## config.mk

```make
export PLATFORM = sky130hd
export DESIGN_NAME = dma_copy
export DESIGN_NICKNAME = d
export VERILOG_FILES = /design/src/rtl/dma_copy.sv
export SDC_FILE = /design/constraint.sdc
export NUM_CORES = 1
export LEC_CHECK = 0
export ABC_CLOCK_PERIOD_IN_PS = 2200
export BUFFER_PORTS_ARGS = -buffer_cell sky130_fd_sc_hd__buf_4
export CORE_ASPECT_RATIO = 1.1
export CORE_MARGIN = 4
export CORE_UTILIZATION = 49
export DETAILED_ROUTE_END_ITERATION = 8
export PLACE_DENSITY = 0.77
export SLEW_MARGIN = 20
export SYNTH_ARGS = -nofsm -noshare
export SYNTH_HDL_FRONTEND = slang
export SYNTH_SLANG_ARGS = --single-unit
```

## constraint.sdc

```tcl
create_clock -name clk -period 2.2 [get_ports clk]
set_input_delay 0 -clock clk [delete_from_list [all_inputs] [get_ports clk]]
set_output_delay 0 -clock clk [all_outputs]
set_load 0.03 [all_outputs]
```

## src/rtl/dma_copy.sv

```systemverilog
// dma_copy: word-granular memory-to-memory copy engine.
//   Register responder on the CPU peripheral bus (5-bit byte window) and a
//   second initiator on the shared 16-bit system bus behind the arbiter.
// Ports:
//   clk, rst_n                     clock, asynchronous active-low reset
//   s_addr/s_ren/s_rdata/s_rd_valid register read port (1-cycle latency)
//   s_wen/s_wdata                  register write port
//   m_req/m_grant                  arbiter handshake, bus held for a whole block
//   m_addr/m_ren/m_rdata/m_rd_valid system bus read (held until valid)
//   m_wen/m_wdata/m_wmask          system bus write (single-cycle strobe)
//   irq                            level interrupt, done & irq_en
// Register map: 0x00 SRC, 0x04 DST, 0x08 LEN (words), 0x0C CTRL/STATUS,
//   0x10 REMAIN. CTRL write: start, irq_en, clear_done, abort (bits 0..3).
//   STATUS read: {error, irq_en, done, busy} in bits 3..0.
module dma_copy #(
  parameter int unsigned W       = 32,
  parameter int unsigned TIMEOUT = 255
) (
  input  logic         clk,
  input  logic         rst_n,
  input  logic [4:0]   s_addr,
  input  logic         s_ren,
  output logic [W-1:0] s_rdata,
  output logic         s_rd_valid,
  input  logic         s_wen,
  input  logic [W-1:0] s_wdata,
  output logic         m_req,
  input  logic         m_grant,
  output logic [15:0]  m_addr,
  output logic         m_ren,
  input  logic [W-1:0] m_rdata,
  input  logic         m_rd_valid,
  output logic         m_wen,
  output logic [W-1:0] m_wdata,
  output logic [3:0]   m_wmask,
  output logic         irq
);

  localparam int unsigned AW = 16;
  localparam int unsigned TW = 8;

  localparam logic [TW-1:0] T_LAST = TW'(TIMEOUT - 1);

  localparam logic [4:0] A_SRC    = 5'h00;
  localparam logic [4:0] A_DST    = 5'h04;
  localparam logic [4:0] A_LEN    = 5'h08;
  localparam logic [4:0] A_CTRL   = 5'h0C;
  localparam logic [4:0] A_REMAIN = 5'h10;

  localparam logic [2:0] S_IDLE  = 3'd0;
  localparam logic [2:0] S_ARB   = 3'd1;
  localparam logic [2:0] S_READ  = 3'd2;
  localparam logic [2:0] S_WRITE = 3'd3;
  localparam logic [2:0] S_DONE  = 3'd4;

  logic [2:0]    state, state_n;
  logic [AW-1:0] src_reg, src_reg_n, dst_reg, dst_reg_n, len_reg, len_reg_n;
  logic [AW-1:0] src, src_n, dst, dst_n, remain, remain_n;
  logic [W-1:0]  data, data_n;
  logic [TW-1:0] tcnt, tcnt_n;
  logic          irq_en, irq_en_n, done, done_n, error, error_n;
  logic          abort_pend, abort_n;
  logic          m_req_n, m_ren_n, m_wen_n;
  logic [AW-1:0] m_addr_n;
  logic [W-1:0]  m_wdata_n, s_rdata_n;
  logic [3:0]    m_wmask_n;
  logic          s_rd_valid_n;

  logic busy, ctrl_wr, start_req, abort_now;
  logic unused_wdata;

  assign busy      = (state != S_IDLE);
  assign ctrl_wr   = s_wen && (s_addr == A_CTRL);
  assign start_req = ctrl_wr && s_wdata[0];
  assign abort_now = ctrl_wr && s_wdata[3];

  assign irq          = done & irq_en;
  assign unused_wdata = ^s_wdata[W-1:AW];

  // State and datapath registers
  always_ff @(posedge clk or negedge rst_n) begin
    if (!rst_n) begin
      state      <= S_IDLE;
      src_reg    <= '0;
      dst_reg    <= '0;
      len_reg    <= '0;
      src        <= '0;
      dst        <= '0;
      remain     <= '0;
      data       <= '0;
      tcnt       <= '0;
      irq_en     <= 1'b0;
      done       <= 1'b0;
      error      <= 1'b0;
      abort_pend <= 1'b0;
      m_req      <= 1'b0;
      m_ren      <= 1'b0;
      m_wen      <= 1'b0;
      m_addr     <= '0;
      m_wdata    <= '0;
      m_wmask    <= '0;
      s_rdata    <= '0;
      s_rd_valid <= 1'b0;
    end else begin
      state      <= state_n;
      src_reg    <= src_reg_n;
      dst_reg    <= dst_reg_n;
      len_reg    <= len_reg_n;
      src        <= src_n;
      dst        <= dst_n;
      remain     <= remain_n;
      data       <= data_n;
      tcnt       <= tcnt_n;
      irq_en     <= irq_en_n;
      done       <= done_n;
      error      <= error_n;
      abort_pend <= abort_n;
      m_req      <= m_req_n;
      m_ren      <= m_ren_n;
      m_wen      <= m_wen_n;
      m_addr     <= m_addr_n;
      m_wdata    <= m_wdata_n;
      m_wmask    <= m_wmask_n;
      s_rdata    <= s_rdata_n;
      s_rd_valid <= s_rd_valid_n;
    end
  end

  // Next state, register updates and next-cycle bus outputs
  always_comb begin
    state_n   = state;
    src_reg_n = src_reg;
    dst_reg_n = dst_reg;
    len_reg_n = len_reg;
    src_n     = src;
    dst_n     = dst;
    remain_n  = remain;
    data_n    = data;
    tcnt_n    = tcnt;
    irq_en_n  = irq_en;
    done_n    = done;
    error_n   = error;
    abort_n   = abort_pend;

    // Block configuration is frozen while a transfer is in flight
    if (s_wen && !busy) begin
      case (s_addr)
        A_SRC:   src_reg_n = {s_wdata[AW-1:2], 2'b00};
        A_DST:   dst_reg_n = {s_wdata[AW-1:2], 2'b00};
        A_LEN:   len_reg_n = s_wdata[AW-1:0];
        default: ;
      endcase
    end

    if (ctrl_wr) begin
      irq_en_n = s_wdata[1];
      if (s_wdata[2]) done_n = 1'b0;
      if (s_wdata[3] && busy) abort_n = 1'b1;
    end

    case (state)
      S_IDLE: begin
        if (start_req) begin
          src_n    = src_reg;
          dst_n    = dst_reg;
          remain_n = len_reg;
          done_n   = 1'b0;
          error_n  = 1'b0;
          abort_n  = 1'b0;
          state_n  = (len_reg == '0) ? S_DONE : S_ARB;
        end
      end
      S_ARB: begin
        if (abort_pend || abort_now) begin
          state_n = S_DONE;
        end else if (m_grant) begin
          tcnt_n  = '0;
          state_n = S_READ;
        end
      end
      S_READ: begin
        if (m_rd_valid) begin
          data_n  = m_rdata;
          state_n = S_WRITE;
        end else if (tcnt == T_LAST) begin
          error_n = 1'b1;
          state_n = S_DONE;
        end else begin
          tcnt_n = tcnt + TW'(1);
        end
      end
      S_WRITE: begin
        src_n    = src + AW'(4);
        dst_n    = dst + AW'(4);
        remain_n = remain - AW'(1);
        if (remain == AW'(1) || abort_pend || abort_now) begin
          state_n = S_DONE;
        end else begin
          tcnt_n  = '0;
          state_n = S_READ;
        end
      end
      S_DONE: begin
        // Completion overrides a clear_done arriving in the same cycle
        done_n  = 1'b1;
        abort_n = 1'b0;
        state_n = S_IDLE;
      end
      default: state_n = S_IDLE;
    endcase

    // Bus outputs are registered from the state being entered
    m_req_n   = (state_n == S_ARB) || (state_n == S_READ) || (state_n == S_WRITE);
    m_ren_n   = (state_n == S_READ);
    m_wen_n   = (state_n == S_WRITE);
    m_addr_n  = (state_n == S_READ)  ? src_n :
                (state_n == S_WRITE) ? dst_n : '0;
    m_wdata_n = (state_n == S_WRITE) ? data_n : '0;
    m_wmask_n = (state_n == S_WRITE) ? 4'hF : 4'h0;

    // Register read port
    s_rd_valid_n = s_ren;
    s_rdata_n    = '0;
    if (s_ren) begin
      case (s_addr)
        A_SRC:    s_rdata_n = W'(src_reg);
        A_DST:    s_rdata_n = W'(dst_reg);
        A_LEN:    s_rdata_n = W'(len_reg);
        A_CTRL:   s_rdata_n = W'({error, irq_en, done, busy});
        A_REMAIN: s_rdata_n = W'(remain);
        default:  s_rdata_n = '0;
      endcase
    end
  end

endmodule

```

==> results.yml, run 1 <==
sta:
  max_slew_margin: 0.468
  fin_hold_ws_ns: 0.0144
  fmax_mhz: 460
  timing.final.hold_violations: 0
  worst-slew-pin-transition_ns: 0.799
  clock-skew-final_ns: 0.0101
  fin_crit_share: 0.988
  timing.final.crit_period_ns: 2.17
  final.setup.worst_slack_ns: 0.0271
  setup_repair_after_global_routing_missed_its_margin: "yes"
  drv_slew: 0
  final_setup_violation_count: 0
cts:
  numCtsBuffers: 17
  cts_root_buf: "clkbuf_16"
  cts_max_path_buffers: 2
  cts.clk_slew.worst_paths_ns: 0.06
  clock_latency_ns: 0.43
  tritoncts_num_sinks: 175
  cts_tree: "done"
  htreeDepth: 4
place:
  place.detailed.instances: 1032
  io_buffers: 131
  globalplace.congestion: 0.917
  pre_cts_ws_ns: -0.0504
  dp_hpwl_mm: 14.9
power:
  sw_share: 0.352
  pwr_density_cell_mw_per_mm2: 1060
  total_power_mw: 11.3
  combinationalPowerShare: 0.336
  p_int_mw: 7.33
  clk_pwr_share: 0.265
  power_frac_seq: 0.399
  leakagePower_nw: 5.21
  power.switching_mw: 3.98
  worst_ir_drop_vdd_mv: 0.617
yosys:
  postSynthRegisterBits: 175
  number_of_enable_type_register_cells_in_the_synthesized_netlist: 0
  post_synth_instance_area_mm2: 0.00782
  syn_inst: 697
  yosys_cell_types: 61
  synth_area_leader_cell: "dfrtp_1"
  asyncSetResetFlopFracSynth: 1.00
  synth_area_per_cell_um2: 11.2
  synth_top_cells_by_count: "175 x dfrtp_1, 65 x nand2_1, 45 x mux2_2"
  synth.yosys.warnings: 0
  synth_flop_cell: "dfrtp_1"
  sequential_area_share_after_synthesis: 0.560
  post_synth_main_area_contributors: "dfrtp_1 56%, mux2_2 6.5%, and3_1 3.4%"
  yosysMostFrequentCell: "dfrtp_1"
  synthDominantCellAreaShare: 0.560
floorplanning:
  starting_density_of_the_core: 0.499
  die_footprint_mm2: 0.0181
  rows: 48
  fp.dieW_um: 128
  i_o_pins: 164
  die_y_um: 141
  design.core.area_mm2: 0.0157
setup_path:
  crit_top_cell: "buf_4"
  crit_path_max_incr_delay_ns: 0.38
  cp-start-kind: "flip-flop"
  setup.reg_to_reg.worst_slack_ns: 0.03
  critical_path_class: "flip-flop to flip-flop"
  critPathSlowestCell: "dfrtp_1"
  crit_chain: "nor4_2 > buf_4 > nand4_1 > a21oi_2 > o31ai_4 > nand2b_4 > buf_4 > o41ai_2"
  critPathRequiredTime_ns: 2.52
  cp.buffers_inverters: 2
  crit_family: "simple AND/OR/NAND/NOR gates"
  worst-endpoint-arrival_ns: 2.50
  highest_fanout_seen_on_the_critical_path: 8
  worstSetupEndpointType: "flip-flop"
layout:
  largest_register_ffs: 32
  num_antenna_cells: 0
  area_growth_syn_to_layout_pct: 36.9
  final-instance-count-excl-fill: 1149
  design.final.nets: 1019
  drive_above_1_share: 0.307
routing:
  detail_route.drc_violations: 0
  first_pass_iters: 8
  overall_routed_net_length_mm: 23.0
  wl_per_cell_um: 20.0
  drtAntennaViolNets: 0
  drt_first_iter_violations: 561
  detailroute.via_count: 6782
  avgViaCountPerCell: 5.90
worst_hold_path:
  min-delay-path-class: "input pin to flip-flop"
grt:
  grt_start_max_net_pins: 62
  first_global_vias: 6650
  global_route.overflow_total: 0
  antenna_violations_before_repair: 0
  grt_pass1_wl_mm: 35.8
  grt_use_total: 0.254
status:
  status: "finished, final reports clean"
run:
  maxCapViolations: 0
-- power groups by stage --
stage / clock, mW / sequential, mW / combinational [mW]
floorplan: 0 / 4.70 / 1.88
global placement: 0 / 4.49 / 3.27
detailed placement: 0 / 4.51 / 3.35
CTS: 3.03 / 4.46 / 3.58
global route: 3.16 / 4.57 / 4.08
finish: 3.00 / 4.51 / 3.80
-- placed cells by master (no fill, tap or decap), drive strengths merged, types with 20 or more instances in the layout --
| cell | netlist | routed |
|---|---|---|
| nand3 | 26 | 26 |
| nor2 | 31 | 31 |
| a21oi | 26 | 26 |
| buf | 33 | 191 |
| and3 | 42 | 42 |
| mux2 | 45 | 45 |
| clkbuf | 31 | 20 |
| dfrtp | 175 | 175 |
| o21ai | 30 | 30 |
| nand2 | 66 | 67 |
| dlygate4sd3 | 0 | 78 |
-- path summary, 6_finish.rpt --
| path | startpoint | end | cells past startpoint |
|---|---|---|---|
| max in group asynchronous | rst_n | s_rdata[11] | 3 |
| min | m_rd_valid | m_wdata[20] | 2 |
| min reg2reg | dst[0] | dst[0] | 1 |
| min in group asynchronous | rst_n | m_wdata[4] | 2 |
| max | len_reg[8] | tcnt[5] | 8 |
| max reg2reg | len_reg[8] | tcnt[5] | 8 |
-- area by class of cell --
cell class	instances	area, um^2
Clock buffer	20	437
Tap cell	200	250
Clock inverter	10	139
Fill cell	1114	4960
Sequential cell	175	4380
Multi-Input combinational cell	465	3190
Timing Repair Buffer	269	2270
Inverter	10	45.0
-- worst reg2reg max path: stages, from the launching register on --
cell      delay, ns
dfrtp_1        0.38
nor4_2         0.30
buf_4          0.17
nand4_1        0.19
a21oi_2        0.26
o31ai_4        0.14
nand2b_4       0.21
buf_4          0.15
o41ai_2        0.27
-- metrics by stage --
stage | setup TNS (ns) | util | cell area [um^2]
after floorplan | -0.593 | - | 7920
after global placement | -0.0434 | 0.587 | 9210
after detailed placement | -0.0557 | 0.587 | 9210
after CTS | 0 | 0.675 | 10600
after global routing | -0.336 | 0.683 | 10700
final | 0 | 0.683 | 10700
-- metal layers --
layer  vias up  routed length (um)  GRT usage
li1       3037                   -          -
met1      3375                9120      0.348
met2       340               11300      0.409
met3        30                2070     0.0477
met4         0                 461     0.0821
met5         -                   0          0
-- logic make-up after synthesis --
family                     count (synthesis)  share of synthesized area
and+or+nand+nor                          241                      0.165
DFF                                      175                      0.560
AOI/OAI and AO/OA                        155                      0.147
buffers and inverters                     74                     0.0528
muxes                                     45                     0.0648
adders and majority gates                  6                    0.00960
other                                      1                   0.000479
-- timing repair --
| action | in CTS | in global routing |
|---|---|---|
| pin swaps | 1 | 2 |
| gates cloned | 0 | 2 |
| setup buffers | 1 | 6 |
| hold endpoints to repair | 171 | 0 |
| gates resized for setup | 2 | 14 |
| hold buffers | 78 | 0 |
| endpoints found under the setup margin | 5 | 27 |
Power figures use the tool's default switching activity.
==> run 2, diff against run 1 <==
--- a/config.mk
+++ b/config.mk
@@ -6,12 +6,12 @@
 export NUM_CORES = 1
 export LEC_CHECK = 0
 export ABC_CLOCK_PERIOD_IN_PS = 2200
-export BUFFER_PORTS_ARGS = -buffer_cell sky130_fd_sc_hd__buf_4
 export CORE_ASPECT_RATIO = 1.1
 export CORE_MARGIN = 4
-export CORE_UTILIZATION = 49
+export CORE_UTILIZATION = 56
 export DETAILED_ROUTE_END_ITERATION = 8
-export PLACE_DENSITY = 0.77
+export DONT_BUFFER_PORTS = 1
+export PLACE_DENSITY = 0.75
 export SLEW_MARGIN = 20
 export SYNTH_ARGS = -nofsm -noshare
 export SYNTH_HDL_FRONTEND = slang
==> constraint.sdc (replaced) <==
create_clock -name clk -period 2.2 [get_ports clk]
set_input_delay 0 -clock clk [delete_from_list [all_inputs] [get_ports clk]]
set_output_delay 0 -clock clk [all_outputs]
set_load 0.1 [all_outputs]
==> run 2 against run 1 <==
  * The flow now finishes with violations (hold timing)
  * Critical path depth unchanged
  * Wire length decreased by 7.6%
  * Final cell count decreased by 14%
  * Total power increased by 4.5%
  * Hold slack got worse by 0.75 ns
  * Maximum frequency increased by 2.2%
  * Clock power decreased by 2%
  * Core utilization increased by 0.75 points
  * Cell area decreased by 11%
  * Clock-buffer cell count increased by 1
  * Clock skew decreased by 0.00070 ns
==> results.yml, run 2 (same netlist as run 1, synthesis figures left out) <==
routing:
  avgViaCountPerCell: 6.44
  overall_routed_net_length_mm: 21.2
  detailroute.via_count: 6335
  drt_first_iter_violations: 677
  wl_per_cell_um: 21.6
  first_pass_iters: 6
  drtAntennaViolNets: 0
  detail_route.drc_violations: 0
sta:
  drv_slew: 0
  fin_hold_ws_ns: -0.735
  clock-skew-final_ns: 0.00940
  final.setup.worst_slack_ns: 0.0742
  timing.final.crit_period_ns: 2.13
  max_slew_margin: 0.385
  final_setup_violation_count: 0
  worst-slew-pin-transition_ns: 0.924
  timing.setup.tns_ns: 0
  timing.final.hold_violations: 175
  setup_repair_after_global_routing_missed_its_margin: "yes"
  fin_crit_share: 0.966
  fmax_mhz: 470
setup_path:
  critPathRequiredTime_ns: 2.50
  setup.reg_to_reg.worst_slack_ns: 0.07
  highest_fanout_seen_on_the_critical_path: 17
  worst-r2r-cell-count: 8
  worstSetupEndpointType: "flip-flop"
  critical_path_class: "flip-flop to flip-flop"
  worst-endpoint-arrival_ns: 2.43
  crit-reg2reg-capture: "m_addr[10]"
  cp-start-kind: "flip-flop"
  timing.rr.start: "remain[11]"
floorplanning:
  die_footprint_mm2: 0.0159
  rows: 45
  die_y_um: 132
  starting_density_of_the_core: 0.569
  design.core.area_mm2: 0.0137
  i_o_pins: 164
  fp.dieW_um: 121
place:
  dp_hpwl_mm: 13.8
  place.detailed.instances: 893
  io_buffers: 0
  globalplace.congestion: 0.948
  pre_cts_ws_ns: -0.00644
cts:
  htreeDepth: 4
  clock_latency_ns: 0.43
  cts_root_buf: "clkbuf_16"
  numCtsBuffers: 17
  cts.clk_slew.worst_paths_ns: 0.07
  tritoncts_num_sinks: 175
  holdBufCountCts: 55
  cts_max_path_buffers: 2
  cts_tree: "done"
run:
  maxCapViolations: 0
layout:
  design.final.nets: 865
  most_frequent_cells_in_the_layout: "174 x dfrtp_1, 65 x nand2_1, 55 x dlygate4sd3_1, 55 x buf_4, 45 x mux2_2"
  utilization: 0.691
  commonest_non_fill_non_tap_cell_in_the_layout: "dfrtp_1"
  area_growth_syn_to_layout_pct: 21.3
  largest_register_ffs: 32
  seqCellArea_mm2: 0.00438
  final-instance-count-excl-fill: 984
  drive_above_1_share: 0.204
  nFillCells: 1002
  num_antenna_cells: 0
  multiInputGateArea_mm2: 0.00317
status:
  status: "complete, but fails checks"
  violations: "hold timing"
worst_hold_path:
  min-delay-path-class: "input pin to asynchronous set/reset pin"
grt:
  grt_use_total: 0.268
  global_route.overflow_total: 0
  first_global_vias: 6290
  antenna_violations_before_repair: 0
  grt_start_max_net_pins: 176
  grt_pass1_wl_mm: 33.7
power:
  worst_ir_drop_vdd_mv: 0.516
  leakagePower_nw: 4.38
  pwr_density_cell_mw_per_mm2: 1250
run 2: changes by cell type in the layout (fill, tap and decap cells not counted), sizes merged, moves of 2 or more:
cell	delta
clkinv	-2
clkinvlp	+3
dlygate4sd3	-23
buf	-130
bufinv	-2
run 2: what timing repair did:
action,4_1_cts,5_1_grt
endpoints found under the hold margin,271,175
setup buffers,1,3
pin swaps,0,6
cloned,0,1
resized for setup,1,11
endpoints found under the setup margin,4,19
run 2: worst max-delay path by stage:
stage	from	to	cells after the start
final	remain[11]	m_addr[10]	8
after global routing	len_reg[11]	tcnt[0]	8
after detailed placement	state[0]	m_addr[10]	7
after global placement	state[2]	m_addr[13]	9
after CTS	state[2]	m_addr[4]	6
after floorplan	state[2]	m_addr[10]	10
run 2: metal layers:
layer / share of wire / global-route usage / routed length, um / up-vias
met5: 0 / 0 / 0 / -
met4: 0.033 / 0.113 / 691 / 0
met3: 0.096 / 0.0549 / 2040 / 63
met2: 0.48 / 0.432 / 10300 / 405
met1: 0.39 / 0.355 / 8230 / 3126
li1: - / - / - / 2741
run 2: layout make-up:
| cell class | count | area share |
|---|---|---|
| multi-input combinational | 464 | 0.334 |
| clock buffer | 21 | 0.0506 |
| timing repair buffer | 116 | 0.113 |
| tap | 188 | 0.0248 |
| sequential | 175 | 0.462 |
| inverter | 10 | 0.00501 |
| clock inverter | 10 | 0.0109 |
run 2: where the power goes:
| part | internal (mW) | switching, mW | leakage [nW] |
|---|---|---|---|
| clock network | 1.68 | 1.26 | 0.274 |
| logic | 1.28 | 1.84 | 1.79 |
| registers | 3.86 | 1.88 | 2.32 |
run 2: critical path: stages, from the launching register on:
cell and delay (ns):
dfrtp_1 0.38, or4_4 0.56, nor4b_4 0.27, a21oi_2 0.13, a22oi_4 0.17, inv_4 0.06, nand2b_4 0.11, inv_8 0.07
a22o_1 0.23
run 2: through the flow:
| stage | power (mW) | area [um^2] |
|---|---|---|
| 3_3_place_gp | 8.54 | 8260 |
| 3_5_place_dp | 8.65 | 8260 |
| 2_1_floorplan | 7.76 | 7920 |
| 4_1_cts | 11.7 | 9400 |
| 6_report | 11.8 | 9490 |
| 5_1_grt | 12.3 | 9490 |
